==> config.mk <==
export PLATFORM = sky130hd
export DESIGN_NAME = tilemap_read_arbiter_flat
export DESIGN_NICKNAME = d
export VERILOG_FILES = /design/src/rtl/tilemap_read_arbiter_pkg.sv /design/src/rtl/tilemap_read_arbiter_if.sv /design/src/rtl/tilemap_read_arbiter_rr_arbiter.sv /design/src/rtl/tilemap_read_arbiter.sv /design/src/flat_wrapper.sv
export SDC_FILE = /design/constraint.sdc
export NUM_CORES = 1
export LEC_CHECK = 0
export CAP_MARGIN = 25
export CELL_PAD_IN_SITES_DETAIL_PLACEMENT = 1
export CELL_PAD_IN_SITES_GLOBAL_PLACEMENT = 2
export CORE_ASPECT_RATIO = 1.4
export CORE_MARGIN = 3
export CORE_UTILIZATION = 18
export DETAILED_ROUTE_END_ITERATION = 6
export GPL_TIMING_DRIVEN = 0
export HOLD_SLACK_MARGIN = 0.1
export PLACE_DENSITY = 0.93
export SYNTH_ARGS = -nofsm -noshare
export SYNTH_HDL_FRONTEND = slang
export SYNTH_HIERARCHICAL = 1
export SYNTH_SLANG_ARGS = --single-unit
==> constraint.sdc <==
create_clock -name clock -period 7 [get_ports clock]
set_input_delay 1.4 -clock clock [delete_from_list [all_inputs] [get_ports clock]]
set_output_delay 1.4 -clock clock [all_outputs]
set_load 0.02 [all_outputs]
==> src/rtl/tilemap_read_arbiter_pkg.sv <==
// Shared tilemap constants: geometry, tile code width and the code returned
// for reads that fall outside the map.
package tilemap_pkg;

    localparam int TILEMAP_ADDR_W = 15;
    localparam int TILE_W         = 3;
    localparam int TILEMAP_WORDS  = 30000;

    typedef logic [TILE_W-1:0]         tile_t;
    typedef logic [TILEMAP_ADDR_W-1:0] tile_addr_t;

    localparam tile_t TILE_EMPTY = 3'b000;
    // Out-of-map reads behave as solid wall tiles.
    localparam tile_t OOB_TILE   = 3'b001;

    function automatic logic addr_in_map(input tile_addr_t addr);
        return {1'b0, addr} < (TILEMAP_ADDR_W + 1)'(TILEMAP_WORDS);
    endfunction

endpackage

==> src/rtl/tilemap_read_arbiter_if.sv <==
// Requester-side and memory-side signals of the tilemap read arbiter.
// The slave modport is the arbiter's view; master is the environment's view.
interface tilemap_read_arbiter_if #(
    parameter int NUM_REQ = 3,
    parameter int ADDR_W  = 15,
    parameter int DATA_W  = 3
);
    logic [NUM_REQ-1:0]        req;
    logic [NUM_REQ*ADDR_W-1:0] req_addr;
    logic [NUM_REQ-1:0]        gnt;
    logic [NUM_REQ-1:0]        rvalid;
    logic [DATA_W-1:0]         rdata;
    logic [ADDR_W-1:0]         mem_address;
    logic                      mem_rden;
    logic [DATA_W-1:0]         mem_rdata;
    logic                      busy;

    modport slave (
        input  req, req_addr, mem_rdata,
        output gnt, rvalid, rdata, mem_address, mem_rden, busy
    );

    modport master (
        output req, req_addr, mem_rdata,
        input  gnt, rvalid, rdata, mem_address, mem_rden, busy
    );
endinterface

==> src/rtl/tilemap_read_arbiter_rr_arbiter.sv <==
// Combinational round-robin pick: first requester at or after ptr_i wins.
// Produces a one-hot grant, its encoded index and a grant-valid flag.
module rr_arbiter #(
    parameter int NUM_REQ = 3,
    parameter int IDX_W   = $clog2(NUM_REQ)
) (
    input  logic [NUM_REQ-1:0] req_i,
    input  logic [IDX_W-1:0]   ptr_i,
    output logic [NUM_REQ-1:0] gnt_o,
    output logic [IDX_W-1:0]   idx_o,
    output logic               valid_o
);

    int cand;

    always_comb begin
        gnt_o   = '0;
        idx_o   = '0;
        valid_o = 1'b0;
        cand    = 0;
        for (int k = 0; k < NUM_REQ; k++) begin
            cand = (int'(ptr_i) + k) % NUM_REQ;
            if (!valid_o && req_i[cand]) begin
                valid_o     = 1'b1;
                gnt_o[cand] = 1'b1;
                idx_o       = IDX_W'(cand);
            end
        end
    end

endmodule

==> src/rtl/tilemap_read_arbiter.sv <==
// Shares the single tilemap read port among NUM_REQ requesters with round-robin
// issue and routes each fixed-latency return back to the requester that issued it.
module tilemap_read_arbiter
    import tilemap_pkg::*;
#(
    parameter int                NUM_REQ       = 3,
    parameter int                ADDR_W        = tilemap_pkg::TILEMAP_ADDR_W,
    parameter int                DATA_W        = tilemap_pkg::TILE_W,
    parameter int                READ_LATENCY  = 1,
    parameter int                TILEMAP_WORDS = tilemap_pkg::TILEMAP_WORDS,
    parameter logic [DATA_W-1:0] OOB_DATA      = DATA_W'(tilemap_pkg::OOB_TILE)
) (
    input  logic                  clock,
    input  logic                  reset,
    tilemap_read_arbiter_if.slave bus
);

    localparam int IDX_W = $clog2(NUM_REQ);

    logic [IDX_W-1:0]   rr_ptr_q, rr_ptr_d;
    logic [NUM_REQ-1:0] req_live;
    logic [NUM_REQ-1:0] arb_gnt;
    logic [IDX_W-1:0]   arb_idx;
    logic               issue;
    logic [ADDR_W-1:0]  sel_addr;
    logic               in_map;

    logic [READ_LATENCY-1:0] valid_q;
    logic [READ_LATENCY-1:0] oob_q;
    logic [IDX_W-1:0]        id_q [READ_LATENCY];

    // Nothing may be granted while reset is held, so requests are masked here.
    assign req_live = bus.req & {NUM_REQ{~reset}};

    rr_arbiter #(
        .NUM_REQ (NUM_REQ),
        .IDX_W   (IDX_W)
    ) u_rr_arbiter (
        .req_i   (req_live),
        .ptr_i   (rr_ptr_q),
        .gnt_o   (arb_gnt),
        .idx_o   (arb_idx),
        .valid_o (issue)
    );

    assign sel_addr = bus.req_addr[int'(arb_idx)*ADDR_W +: ADDR_W];
    assign in_map   = {1'b0, sel_addr} < (ADDR_W + 1)'(TILEMAP_WORDS);

    assign bus.gnt         = arb_gnt;
    assign bus.mem_address = issue ? sel_addr : '0;
    assign bus.mem_rden    = issue & in_map;
    assign bus.busy        = (|req_live) | (|valid_q);

    always_comb begin
        rr_ptr_d = rr_ptr_q;
        if (issue) begin
            rr_ptr_d = (arb_idx == IDX_W'(NUM_REQ - 1)) ? '0 : arb_idx + IDX_W'(1);
        end
    end

    always_ff @(posedge clock or posedge reset) begin
        if (reset) begin
            rr_ptr_q <= '0;
        end else begin
            rr_ptr_q <= rr_ptr_d;
        end
    end

    // Return tags travel alongside the memory access; stage READ_LATENCY-1 lines
    // up with mem_rdata for the read issued READ_LATENCY cycles earlier.
    always_ff @(posedge clock or posedge reset) begin
        if (reset) begin
            valid_q <= '0;
            oob_q   <= '0;
            for (int i = 0; i < READ_LATENCY; i++) begin
                id_q[i] <= '0;
            end
        end else begin
            valid_q[0] <= issue;
            oob_q[0]   <= issue & ~in_map;
            id_q[0]    <= arb_idx;
            for (int i = 1; i < READ_LATENCY; i++) begin
                valid_q[i] <= valid_q[i-1];
                oob_q[i]   <= oob_q[i-1];
                id_q[i]    <= id_q[i-1];
            end
        end
    end

    always_comb begin
        bus.rvalid = '0;
        bus.rdata  = '0;
        if (valid_q[READ_LATENCY-1]) begin
            for (int i = 0; i < NUM_REQ; i++) begin
                bus.rvalid[i] = (id_q[READ_LATENCY-1] == IDX_W'(i));
            end
            bus.rdata = oob_q[READ_LATENCY-1] ? OOB_DATA : bus.mem_rdata;
        end
    end

endmodule

==> src/flat_wrapper.sv <==
// flat-port wrapper written by rule: the top's interface ports become plain ports
module tilemap_read_arbiter_flat import tilemap_pkg::*;
#(
    parameter int                NUM_REQ       = 3,
    parameter int                ADDR_W        = tilemap_pkg::TILEMAP_ADDR_W,
    parameter int                DATA_W        = tilemap_pkg::TILE_W,
    parameter int                READ_LATENCY  = 1,
    parameter int                TILEMAP_WORDS = tilemap_pkg::TILEMAP_WORDS,
    parameter logic [DATA_W-1:0] OOB_DATA      = DATA_W'(tilemap_pkg::OOB_TILE)
)
  (clock, reset, bus_req, bus_req_addr, bus_mem_rdata, bus_gnt, bus_rvalid, bus_rdata, bus_mem_address, bus_mem_rden, bus_busy);
  tilemap_read_arbiter_if #(.NUM_REQ(NUM_REQ), .ADDR_W(ADDR_W), .DATA_W(DATA_W)) bus_i ();
  input  logic clock;
  input  logic reset;
  input wire logic [$bits(bus_i.req)-1:0] bus_req;
  input wire logic [$bits(bus_i.req_addr)-1:0] bus_req_addr;
  input wire logic [$bits(bus_i.mem_rdata)-1:0] bus_mem_rdata;
  output wire logic [$bits(bus_i.gnt)-1:0] bus_gnt;
  output wire logic [$bits(bus_i.rvalid)-1:0] bus_rvalid;
  output wire logic [$bits(bus_i.rdata)-1:0] bus_rdata;
  output wire logic [$bits(bus_i.mem_address)-1:0] bus_mem_address;
  output wire logic [$bits(bus_i.mem_rden)-1:0] bus_mem_rden;
  output wire logic [$bits(bus_i.busy)-1:0] bus_busy;
  assign bus_i.req = bus_req;
  assign bus_i.req_addr = bus_req_addr;
  assign bus_i.mem_rdata = bus_mem_rdata;
  assign bus_gnt = bus_i.gnt;
  assign bus_rvalid = bus_i.rvalid;
  assign bus_rdata = bus_i.rdata;
  assign bus_mem_address = bus_i.mem_address;
  assign bus_mem_rden = bus_i.mem_rden;
  assign bus_busy = bus_i.busy;
  tilemap_read_arbiter #(.NUM_REQ(NUM_REQ), .ADDR_W(ADDR_W), .DATA_W(DATA_W), .READ_LATENCY(READ_LATENCY), .TILEMAP_WORDS(TILEMAP_WORDS), .OOB_DATA(OOB_DATA)) u_core (.clock(clock), .reset(reset), .bus(bus_i));
endmodule
# Word-level counts from Yosys, hierarchy flattened
# Index checks and enable logic that the tools add are counted.
op_classes:
  addsub: 3
  multipliers: 1
  div_mod_pow: 3
  order_cmp: 7
  eq_ne: 3
  shifts: 1
  n_mux: 29
  n_bitwise: 8
  reduce_logical: 9
op_table:
  columns: ["operator", "n"]
  rows:
  - ["32-bit by 1-bit >= comparator with 1-bit output (second input constant)", 3]
  - ["32-bit by 4-bit < comparator with 1-bit output (second input constant)", 3]
  - ["32-bit by 3-bit modulo with 32-bit output (second input constant)", 2]
  - ["45-bit by 32-bit indexed part select with 15-bit output", 1]
  - ["3-bit by 3-bit modulo with 32-bit output (second input constant)", 1]
  - ["3-bit 2-to-1 mux", 6]
  - ["15-bit < comparator (second input constant)", 1]
  - ["15-bit 2-to-1 mux", 1]
  - ["1-bit 2-to-1 mux", 12]
  - ["2-bit 2-to-1 mux", 4]
  - ["1-bit binary-select mux with 2-bit select", 3]
  - ["1-bit demux with 2-bit select", 3]
  - ["2-bit by 4-bit multiplier with 6-bit output (second input constant)", 1]
  - ["3-bit bitwise OR", 2]
  - ["1-bit logical AND", 5]
  - ["2-bit == test (second input constant)", 2]
  - ["2-bit by 1-bit adder with 3-bit output (second input constant)", 1]
  - ["2-bit by 2-bit adder with 3-bit output (second input constant)", 1]
  - ["3-bit bitwise AND", 1]
  - ["3-bit OR reduction", 1]
  - ["2-bit by 1-bit adder with 2-bit output (second input constant)", 1]
  - ["1-bit bitwise AND", 2]
  - ["2-bit by 1-bit == test with 1-bit output (second input constant)", 1]
  - ["1-bit logical NOT", 2]
  - ["other kinds (3)", 4]
totals:
  register_bits: 6
  input_bits: 53
  output_inout_bits: 26
  wordCells: 68

# Logic depth before layout (Yosys ltp)
# Gate-level depths: netlist (run 1).
depth:
  depth_word: 17
  depth_mapped: 14
  mapped_depth_nobuf: 11

# Modules after synthesis
# The synthesis (run 1) kept the hierarchy.
by_module_without_submodules:
  columns: ["module", "instances", "cells_each", "area_per_inst_um2", "seq_area_each_um2"]
  rows:
  - ["tilemap_read_arbiter", 1, 91, 714.4, 150.1]
  - ["rr_arbiter", 1, 52, 381.6, 0.0]

# Worst setup path before layout (run 1)
# OpenSTA, ideal clock, no wires.
synth_path:
  path_type: "in2out"
  start: "input port bus_req[1]"
  end: "output port bus_mem_rden"
  arrival_ps: 3852
  t_required_ps: 5600
  slack_ps: 1748
  stages: 10
  path_buffers: 1
  cell_sequence: "nor2b_1 -> nand2b_1 -> o32a_1 -> a21oi_1 -> buf_6 -> mux2i_1 -> o2bb2ai_1 -> a211o_1 -> a211o_1 -> a21oi_1"
synth_between:
  elab_chain_len: 15
  word_cells_on_any_way: 24
  cone_classes: "mul: 1; order compare: 1; shift: 1; mux: 15; bitwise: 2; reduce/logical: 4"
synth_lines:
  columns: ["item", "line_no", "rtl"]
  rows:
  - ["from (decl)", "flat_wrapper.sv:15", "input wire logic [$bits(bus_i.req)-1:0] bus_req;"]
  - ["3-bit bitwise AND *", "tilemap_read_arbiter.sv:33", "assign req_live = bus.req & {NUM_REQ{~reset}};"]
  - ["1-bit binary-select mux with 2-bit select", "tilemap_read_arbiter_rr_arbiter.sv:23", "if (!valid_o && req_i[cand]) begin"]
  - ["1-bit 2-to-1 mux (implied by the code) (2 in a row)", "tilemap_read_arbiter_rr_arbiter.sv:23", null]
  - ["1-bit 2-to-1 mux", "tilemap_read_arbiter_rr_arbiter.sv:23", null]
  - ["1-bit logical NOT", "tilemap_read_arbiter_rr_arbiter.sv:23", null]
  - ["1-bit logical AND", "tilemap_read_arbiter_rr_arbiter.sv:23", null]
  - ["1-bit 2-to-1 mux", "tilemap_read_arbiter_rr_arbiter.sv:23", null]
  - ["1-bit logical NOT", "tilemap_read_arbiter_rr_arbiter.sv:23", null]
  - ["1-bit logical AND", "tilemap_read_arbiter_rr_arbiter.sv:23", null]
  - ["2-bit 2-to-1 mux *", "tilemap_read_arbiter_rr_arbiter.sv:23", null]
  - ["net u_core.arb_idx[0]", "tilemap_read_arbiter.sv:23", "logic [IDX_W-1:0] arb_idx;"]
  - ["2-bit by 4-bit multiplier with 6-bit output *", "tilemap_read_arbiter.sv:46", "assign sel_addr = bus.req_addr[int'(arb_idx)*ADDR_W +: ADDR_W];"]
  - ["45-bit by 32-bit indexed part select with 15-bit output *", "tilemap_read_arbiter.sv:46", null]
  - ["15-bit < comparator *", "tilemap_read_arbiter.sv:47", "assign in_map = {1'b0, sel_addr} < (ADDR_W + 1)'(TILEMAP_WORDS);"]
  - ["1-bit bitwise AND *", "tilemap_read_arbiter.sv:51", "assign bus.mem_rden = issue & in_map;"]
  - ["to (decl)", "flat_wrapper.sv:22", "output wire logic [$bits(bus_i.mem_rden)-1:0] bus_mem_rden;"]
# The timed path passes the listed nets; every way through them passes the cells marked *. The select of a mux whose other input is x is not followed.

# Final worst setup path (run 1)
layout_path:
  start: "input port reset"
  end: "output port bus_mem_rden"
layout_between:
  elab_chain_len: 16
  word_cells_on_any_way: 25
  cone_classes: "mul: 1; order compare: 1; shift: 1; mux: 15; bitwise: 3; reduce/logical: 4"
layout_lines:
  columns: ["item", "line_no", "rtl"]
  rows:
  - ["from (decl)", "flat_wrapper.sv:14", "input logic reset;"]
  - ["1-bit inverter *", "tilemap_read_arbiter.sv:33", null]
  - ["3-bit bitwise AND *", "tilemap_read_arbiter.sv:33", null]
  - ["net u_core.req_live[1]", "tilemap_read_arbiter.sv:21", "logic [NUM_REQ-1:0] req_live;"]
  - ["1-bit binary-select mux with 2-bit select", "tilemap_read_arbiter_rr_arbiter.sv:23", null]
  - ["1-bit 2-to-1 mux (implied by the code) (2 in a row)", "tilemap_read_arbiter_rr_arbiter.sv:23", null]
  - ["1-bit 2-to-1 mux", "tilemap_read_arbiter_rr_arbiter.sv:23", null]
  - ["1-bit logical NOT", "tilemap_read_arbiter_rr_arbiter.sv:23", null]
  - ["1-bit logical AND", "tilemap_read_arbiter_rr_arbiter.sv:23", null]
  - ["1-bit 2-to-1 mux", "tilemap_read_arbiter_rr_arbiter.sv:23", null]
  - ["1-bit logical NOT", "tilemap_read_arbiter_rr_arbiter.sv:23", null]
  - ["1-bit logical AND", "tilemap_read_arbiter_rr_arbiter.sv:23", null]
  - ["2-bit 2-to-1 mux *", "tilemap_read_arbiter_rr_arbiter.sv:23", null]
  - ["net u_core.arb_idx[0]", "tilemap_read_arbiter.sv:23", null]
  - ["2-bit by 4-bit multiplier with 6-bit output *", "tilemap_read_arbiter.sv:46", null]
  - ["45-bit by 32-bit indexed part select with 15-bit output *", "tilemap_read_arbiter.sv:46", null]
  - ["15-bit < comparator *", "tilemap_read_arbiter.sv:47", null]
  - ["1-bit bitwise AND *", "tilemap_read_arbiter.sv:51", null]
# Marks and branches as above.

==> tab_implementation.tex, run 1 <==
\begin{tabular}{lr}
\hline
Metric & Value \\
\hline
\multicolumn{2}{l}{\textbf{Setup path}} \\
Reg2reg end & u\_core/oob\_q \\
Slack of the worst reg-to-reg path & around 4.0 ns \\
Type of destination of the critical path & primary output \\
Category of the most critical setup path & primary input to primary output \\
Crit path DAT & $\sim$5.1 ns \\
Maximum fanout encountered on the critical timing path & 9 \\
Worst-case reg-to-reg path depth & 13 \\
Required time of the critical path & between 5 and 6 ns \\
Startpoint of the worst-slack reg-to-reg timing path & u\_core/rr\_ptr\_q[0] \\
Startpoint type of the worst setup path & primary input \\
\multicolumn{2}{l}{\textbf{Clock network}} \\
Cell at the root of the clock tree & sky130\_fd\_sc\_hd\_\_clkbuf\_8 \\
Buffers inserted by post-CTS timing repair & 0 \\
Worst-case clock buffer depth & 2 \\
Clock latency at the later pin of the worst-skew pair & approximately 0.22 ns \\
Resized Gates After CTS & 0 \\
Clock Sinks & 6 \\
Number of H-tree levels & 1 \\
Total CTS buffers & 3 \\
Clock transition at the registers of the reported paths & 0.03 ns \\
TritonCTS clock tree & yes \\
CTS Hold Bufs & 0 \\
\multicolumn{2}{l}{\textbf{Timing}} \\
Min Clock Period, post-route & between 6 and 7 ns \\
Setup TNS Final & 0 ns \\
Final Max Slew Viols & 0 \\
Normalized max-slew margin & 0.597 \\
Hold Fails Final Rpt & 0 \\
Slew at the pin closest to its max-slew limit & slightly above 0.6 ns \\
Setup repair after global routing missed its margin & false \\
Ratio of final minimum period to clock period & 0.933 \\
Maximum clock skew at final layout & 0.00356 ns \\
Final setup fails & 0 \\
Top achievable clock speed & between 150 and 200 MHz \\
\multicolumn{2}{l}{\textbf{Place}} \\
Final estimated routing congestion in global placement & between 0.8 and 0.9 \\
Number of buffer cells added on primary ports & approximately 80 \\
Hpwl dp & between 3000 and 4000 um \\
Instance area at placement & 1960 um2 \\
\multicolumn{2}{l}{\textbf{Layout}} \\
Share of the core filled with cells & 0.342 \\
Commonest cells after routing, fill and taps aside & sky130\_fd\_sc\_hd\_\_clkdlybuf4s50\_1, sky130\_fd\_sc\_hd\_\_mux2i\_1, sky130\_fd\_sc\_hd\_\_nor2\_1 \\
Cell area after layout & 2010 um2 \\
Number of antenna repair diodes & 0 \\
Ratio of cells with drive above 1 in the final layout & 0.0714 \\
Net count reported at finish & approximately 280 \\
Most frequent standard cell in the layout excluding fill and tap cells & sky130\_fd\_sc\_hd\_\_clkdlybuf4s50\_1 \\
Layout Area Growth over Synthesis & 83.0\% \\
\multicolumn{2}{l}{\textbf{Pwr}} \\
Power density relative to cell area & 469 nW/um2 \\
Leakage power of the design & between 0.0007 and 0.0008 uW \\
Worst IR drop on VDD & between 0.15 and 0.2 mV \\
Total design power & $\sim$940 uW \\
\multicolumn{2}{l}{\textbf{Min path}} \\
Worst hold path startpoint & u\_core/rr\_ptr\_q[1] \\
HP Class & flip-flop to flip-flop \\
Destination of the worst hold path & u\_core/rr\_ptr\_q[1] \\
Cell depth of the worst min-delay path & 1 \\
\multicolumn{2}{l}{\textbf{Routing}} \\
Detailed-route vias per instance & around 4.6 \\
Routed wl met2 & between 2000 and 2500 um \\
Max layer used & met4 \\
Length of routed wiring on met1 & approximately 1500 um \\
Number of vias in the routed layout & between 1,000 and 1,500 \\
DRC violation count after routing & 0 \\
Metal3 WL & $\sim$270 um \\
Routed length per placed instance & 13.3 um \\
TritonRoute pass-1 iters & 4 \\
Sum of routed wire length over all layers & between 3000 and 4000 um \\
Routed Antenna Nets & 0 \\
Number of DRC violations after detailed-routing iteration 0 & 50 \\
\multicolumn{2}{l}{\textbf{GRT}} \\
Total congestion overflow & 0 \\
Maximum number of pins on one net before global-route repair & 11 \\
Via count of the first global-routing pass & about 1,400 \\
Wire length of the first global-routing pass & 6470 um \\
Overall Global Routing Usage & 0.112 \\
Antenna violations before repair & 0 \\
\multicolumn{2}{l}{\textbf{Floorplan}} \\
Die ar. & 7070 um2 \\
Initial core utilization & 0.187 \\
Chip Height & 98.3 um \\
Num ports & 79 \\
Standard cell core area & just under 6000 um2 \\
Width of the die & 72.0 um \\
Number of standard-cell rows in the floorplan & 33 \\
\multicolumn{2}{l}{\textbf{Yosys}} \\
Synth Warn \# & 6 \\
Sequential element share of the synthesized area & 0.137 \\
\#FFs+latches synth & 6 \\
Net Count, Synth & 200 \\
Synth Cell Area & 1100 um2 \\
Syn Inst Count & 143 \\
Mapped Avg Cell Area & between 7 and 8 um2 \\
Number of different library cells in the post-synthesis netlist & 44 \\
\multicolumn{2}{l}{\textbf{Run status}} \\
Status & complete, no violations \\
\multicolumn{2}{l}{\textbf{Run}} \\
\# Max-Cap Violations & 0 \\
\hline
\end{tabular}
## layout make-up
type                            instances  area [um2]
Buffer                                  9        66.3
Fill cell                             719        3860
Multi-Input combinational cell        120         850
Sequential cell                         6         150
Tap cell                               70        87.6
Inverter                                8        30.0
Timing Repair Buffer                   78         781
Clock buffer                            3        41.3
## critical path, cell delays in order
cell and delay [ns]:
sky130_fd_sc_hd__clkdlybuf4s50_1 0.46, sky130_fd_sc_hd__nor2b_1 0.51, sky130_fd_sc_hd__nand2b_1 0.26, sky130_fd_sc_hd__o32a_1 0.36, sky130_fd_sc_hd__a21oi_1 0.25, sky130_fd_sc_hd__buf_6 0.22
sky130_fd_sc_hd__mux2i_1 0.19, sky130_fd_sc_hd__o2bb2ai_1 0.10, sky130_fd_sc_hd__a211o_1 0.31, sky130_fd_sc_hd__a211o_1 0.31, sky130_fd_sc_hd__a21oi_1 0.13, sky130_fd_sc_hd__clkdlybuf4s50_1 0.63
## layer usage
layer / vias up / track usage
met5: - / 0
met4: 0 / 0.0145
met3: 2 / 0.0319
met2: 46 / 0.213
met1: 621 / 0.122
li1: 678 / -
## cell usage after synthesis
master	count	area, um2
sky130_fd_sc_hd__a211o_1	2	17.5
sky130_fd_sc_hd__a211o_2	1	10.0
sky130_fd_sc_hd__a211oi_1	1	7.51
sky130_fd_sc_hd__a21oi_1	12	60.1
sky130_fd_sc_hd__a22o_1	2	17.5
sky130_fd_sc_hd__a22o_2	1	10.0
sky130_fd_sc_hd__a311oi_1	1	8.76
sky130_fd_sc_hd__a31o_1	1	8.76
sky130_fd_sc_hd__a31oi_1	1	6.26
sky130_fd_sc_hd__and2_1	10	62.6
sky130_fd_sc_hd__and2_2	1	7.51
sky130_fd_sc_hd__and2b_1	1	7.51
sky130_fd_sc_hd__and3_1	2	12.5
sky130_fd_sc_hd__and3b_1	3	26.3
sky130_fd_sc_hd__buf_2	3	15.0
sky130_fd_sc_hd__buf_4	1	7.51
sky130_fd_sc_hd__buf_6	2	22.5
sky130_fd_sc_hd__clkbuf_1	2	7.51
sky130_fd_sc_hd__clkbuf_8	1	13.8
sky130_fd_sc_hd__dfrtp_1	6	150
sky130_fd_sc_hd__ha_1	4	50.1
sky130_fd_sc_hd__inv_1	8	30.0
sky130_fd_sc_hd__mux2i_1	16	160
sky130_fd_sc_hd__mux2i_4	2	45.0
sky130_fd_sc_hd__nand2_1	11	41.3
sky130_fd_sc_hd__nand2b_1	3	18.8
sky130_fd_sc_hd__nand3_1	2	10.0
sky130_fd_sc_hd__nor2_1	15	56.3
sky130_fd_sc_hd__nor2b_1	4	25.0
sky130_fd_sc_hd__nor2b_4	1	13.8
sky130_fd_sc_hd__nor3_1	1	5.00
sky130_fd_sc_hd__nor3b_1	1	7.51
sky130_fd_sc_hd__nor4bb_1	1	10.0
sky130_fd_sc_hd__o2111a_1	1	11.3
sky130_fd_sc_hd__o211ai_1	1	7.51
sky130_fd_sc_hd__o21a_1	1	7.51
sky130_fd_sc_hd__o21ai_0	5	25.0
sky130_fd_sc_hd__o21ai_1	2	10.0
sky130_fd_sc_hd__o21bai_1	1	7.51
sky130_fd_sc_hd__o22ai_1	1	6.26
sky130_fd_sc_hd__o2bb2ai_1	5	43.8
sky130_fd_sc_hd__o31ai_1	1	7.51
sky130_fd_sc_hd__o32a_1	1	10.0
sky130_fd_sc_hd__or4_1	1	7.51
## kinds of logic after synthesis
kind of cell | Yosys count | synth area share
multiplexers | 18 | 0.187
AO/OA/AOI/OAI | 41 | 0.258
flip-flops | 6 | 0.137
buffers and inverters | 17 | 0.0879
AND/OR/NAND/NOR | 57 | 0.284
adder cells (fa/ha/maj) | 4 | 0.0457
## sequential cells by signal, summed over array words and instances (netlist names)
register / flops
u_core/id_q: 2
u_core/oob_q: 1
u_core/rr_ptr_q: 2
u_core/valid_q: 1
## per-stage QoR
| step | setup slack [ns] | std cells | hold slack (ns) |
|---|---|---|---|
| floorplan | 1.75 | 143 | 0.526 |
| global placement | 0.443 | 291 | 0.560 |
| detailed placement | 0.445 | 291 | 0.562 |
| CTS | 0.435 | 294 | 0.570 |
| global route | 0.184 | 294 | 0.625 |
| finish | 0.471 | 294 | 0.559 |
## worst max path at each step
stage / from / end / slack, ns / cells after the start
floorplan: bus_req[1] / bus_mem_rden / 1.75 / 10
global placement: reset / bus_mem_rden / 0.44 / 12
detailed placement: reset / bus_mem_rden / 0.44 / 12
CTS: reset / bus_mem_rden / 0.44 / 12
global route: reset / bus_mem_rden / 0.18 / 12
finish: reset / bus_mem_rden / 0.47 / 12
## power breakdown
part           switching (uW)  internal, uW
clock network            13.8          36.8
registers                14.0          49.9
logic                     435           391
(Power assumes the default switching activity.)
==> run 2, diff against run 1 <==
- CORE_UTILIZATION: 18 -> 17
- CTS_CLUSTER_DIAMETER: not set -> 200
- PLACE_DENSITY: 0.93 -> 0.89
- clock period: 7 -> 7.4 ns (I/O delays scaled with it)
==> run 2 against run 1 <==
  * Die area is 5.4% higher
  * Via count grew 0.82%
  * Total power shrank 4.5%
  * Clock power down 6.5%
  * Cell count increased by 0.68%
  * Sequential power decreased by 4.2%
  * Register-to-register slack improved by 0.30 ns
  * Non-clock buffer count did not move
==> tab_implementation.tex, run 2 (synthesis results as in run 1) <==
\begin{tabular}{lr}
\hline
Metric & Value \\
\hline
\multicolumn{2}{l}{\textbf{Setup path}} \\
Type of destination of the critical path & primary output \\
Required time of the critical path & 5.92 ns (+0.32 ns) \\
Category of the most critical setup path & primary input to primary output \\
Maximum fanout encountered on the critical timing path & 9 (unchanged) \\
Startpoint type of the worst setup path & primary input \\
Crit path DAT & 5.28 ns (+0.15 ns) \\
\multicolumn{2}{l}{\textbf{Routing}} \\
TritonRoute pass-1 iters & 4 (unchanged) \\
Routed length per placed instance & 13.9 um (+4.9\%) \\
Sum of routed wire length over all layers & 4120 um (+5.6\%) \\
Routed Antenna Nets & 0 (unchanged) \\
Number of vias in the routed layout & 1,358 (+0.82\%) \\
Detailed-route vias per instance & 4.59 (+0.14\%) \\
DRC violation count after routing & 0 (unchanged) \\
Number of DRC violations after detailed-routing iteration 0 & 56 (+12\%) \\
\multicolumn{2}{l}{\textbf{Floorplan}} \\
Width of the die & 73.9 um (+2.7\%) \\
Initial core utilization & 0.175 (-0.0117) \\
Standard cell core area & 6250 um2 (+6.7\%) \\
Num ports & 79 (unchanged) \\
Die ar. & 7460 um2 (+5.4\%) \\
Number of standard-cell rows in the floorplan & 34 (+3.0\%) \\
Chip Height & 101 um (+2.7\%) \\
\multicolumn{2}{l}{\textbf{GRT}} \\
Routing usage on met2 & 0.224 (+0.0109) \\
Via count of the first global-routing pass & 1,448 (+2.2\%) \\
Wire length of the first global-routing pass & 6690 um (+3.4\%) \\
Global Route met1 Usage & 0.115 (-0.00717) \\
Maximum number of pins on one net before global-route repair & 11 (unchanged) \\
Antenna violations before repair & 0 (unchanged) \\
Most heavily used metal layer in global routing & met2 \\
Met3 track demand over resource & 0.0220 (-0.00997) \\
Total congestion overflow & 0 (unchanged) \\
Overall Global Routing Usage & 0.112 (+0.000510) \\
\multicolumn{2}{l}{\textbf{Layout}} \\
Commonest cells after routing, fill and taps aside & sky130\_fd\_sc\_hd\_\_clkdlybuf4s50\_1, sky130\_fd\_sc\_hd\_\_mux2i\_1, sky130\_fd\_sc\_hd\_\_nor2\_1 \\
Most frequent standard cell in the layout excluding fill and tap cells & sky130\_fd\_sc\_hd\_\_clkdlybuf4s50\_1 \\
Number of antenna repair diodes & 0 (unchanged) \\
Multi-input combinational cell area & 850 um2 (unchanged) \\
Layout Area Growth over Synthesis & 83.2\% \\
Filler cells & 745 (+3.6\%) \\
Largest registers in the final layout & u\_core/id\_q x2, u\_core/rr\_ptr\_q x2 \\
Net count reported at finish & 283 (unchanged) \\
Combined flip-flop and latch cell area & 150 um2 (unchanged) \\
Ratio of cells with drive above 1 in the final layout & 0.0714 (unchanged) \\
\multicolumn{2}{l}{\textbf{Timing}} \\
Final worst setup slack & 0.642 ns (+0.171 ns) \\
Min Clock Period, post-route & 6.76 ns \\
Final setup fails & 0 (unchanged) \\
Slew at the pin closest to its max-slew limit & 0.660 ns (+0.0561 ns) \\
Final Max Slew Viols & 0 (unchanged) \\
Maximum clock skew at final layout & 0.0000983 ns (-0.00346 ns) \\
Normalized max-slew margin & 0.559 (-0.0375) \\
Top achievable clock speed & about 150 MHz \\
Hold Fails Final Rpt & 0 (unchanged) \\
Setup TNS Final & 0 ns (unchanged) \\
Ratio of final minimum period to clock period & 0.913 \\
Setup repair after global routing missed its margin & false \\
\multicolumn{2}{l}{\textbf{Place}} \\
Number of buffer cells added on primary ports & 78 (unchanged) \\
Hpwl dp & 3460 um (+4.9\%) \\
Pre-CTS setup slack & 0.595 ns (+0.150 ns) \\
Final estimated routing congestion in global placement & 0.739 (-11\%) \\
\multicolumn{2}{l}{\textbf{Clock network}} \\
Buffers inserted by post-CTS timing repair & 0 (unchanged) \\
Clock Sinks & 6 (unchanged) \\
CTS Hold Bufs & 0 (unchanged) \\
Number of H-tree levels & 1 (unchanged) \\
Clock transition at the registers of the reported paths & 0.03 ns (about the same) \\
Clock latency at the later pin of the worst-skew pair & 0.22 ns (about the same) \\
Cell at the root of the clock tree & sky130\_fd\_sc\_hd\_\_clkbuf\_8 \\
Worst-case clock buffer depth & 2 (unchanged) \\
Total CTS buffers & 3 (unchanged) \\
TritonCTS clock tree & yes \\
Resized Gates After CTS & 0 (unchanged) \\
\multicolumn{2}{l}{\textbf{Min path}} \\
HP Class & flip-flop to flip-flop \\
\multicolumn{2}{l}{\textbf{Pwr}} \\
Power density relative to cell area & 447 nW/um2 (-4.6\%) \\
Leakage power of the design & 0.000776 uW (unchanged) \\
Share of power burned in combinational logic & 0.879 (about the same) \\
Net switching component of the power & 446 uW (-3.5\%) \\
Cell internal power dissipation & 452 uW (-5.4\%) \\
Worst IR drop on VDD & 0.189 mV (+8.5\%) \\
Switching part of the total & 0.497 (+0.00490) \\
Fraction of power consumed by sequential logic & 0.068 (about the same) \\
Portion of total power attributed to the clock network & 0.053 (about the same) \\
\multicolumn{2}{l}{\textbf{Run status}} \\
Status & complete, no violations \\
\multicolumn{2}{l}{\textbf{Run}} \\
\# Max-Cap Violations & 0 (unchanged) \\
\hline
\end{tabular}
-- run 2: cell counts in the layout (fill, tap and decap cells not counted) --
Identical to the previous run, type by type.
-- run 2: critical path, stage by stage --
cell and delay (ns):
sky130_fd_sc_hd__clkdlybuf4s50_1 0.46, sky130_fd_sc_hd__nor2b_1 0.55, sky130_fd_sc_hd__nand2b_1 0.25, sky130_fd_sc_hd__o32a_1 0.35
sky130_fd_sc_hd__a21oi_1 0.23, sky130_fd_sc_hd__buf_6 0.21, sky130_fd_sc_hd__mux2i_1 0.21, sky130_fd_sc_hd__o2bb2ai_1 0.12
sky130_fd_sc_hd__a211o_1 0.30, sky130_fd_sc_hd__a211o_1 0.33, sky130_fd_sc_hd__a21oi_1 0.13, sky130_fd_sc_hd__clkdlybuf4s50_1 0.63
-- run 2: metrics by stage --
step | std cells | utilization | instance area [um2] | hold WS, ns | power [uW]
2_1_floorplan | 143 | - | 1100 | 0.526 | 546
3_3_place_gp | 293 | 0.315 | 1970 | 0.561 | 852
3_5_place_dp | 293 | 0.315 | 1970 | 0.569 | 858
4_1_cts | 296 | 0.321 | 2010 | 0.577 | 912
5_1_grt | 296 | 0.321 | 2010 | 0.596 | 978
6_report | 296 | 0.321 | 2010 | 0.565 | 898
-- run 2: worst paths after layout --
check                                        start            endpoint  slack (ns)  depth (start not counted)
worst max-delay path                         reset        bus_mem_rden        0.64                         12
worst min-delay path            u_core/rr_ptr_q[1]  u_core/rr_ptr_q[1]        0.57                          1
worst max register to register  u_core/rr_ptr_q[0]        u_core/oob_q        4.26                         13
worst min register to register  u_core/rr_ptr_q[1]  u_core/rr_ptr_q[1]        0.57                          1
max in group asynchronous                    reset        u_core/oob_q        5.64                          2
min in group asynchronous                    reset  u_core/rr_ptr_q[1]        1.58                          2
-- run 2: final cells by class --
cell class              instances  share of cell area
flip-flops and latches          6              0.0748
inverters                       8              0.0150
repair buffers                 78               0.389
clock buffers                   3              0.0206
well taps                      72              0.0449
plain buffers                   9              0.0330
multi-input cells             120               0.423
-- run 2: per-layer routing --
metal  wire [um]  vias up
met1        1640      626
met2        2190       54
met5           0        -
li1            -      676
met4          22        0
met3         271        2
-- run 2: power groups by stage --
stage / logic [uW] / clock network [uW] / registers (uW)
3_5_place_dp: 796 / 0 / 62.1
5_1_grt: 862 / 51.5 / 63.9
6_report: 790 / 47.4 / 61.2
4_1_cts: 801 / 48.9 / 61.7
3_3_place_gp: 790 / 0 / 61.5
2_1_floorplan: 489 / 0 / 57.2
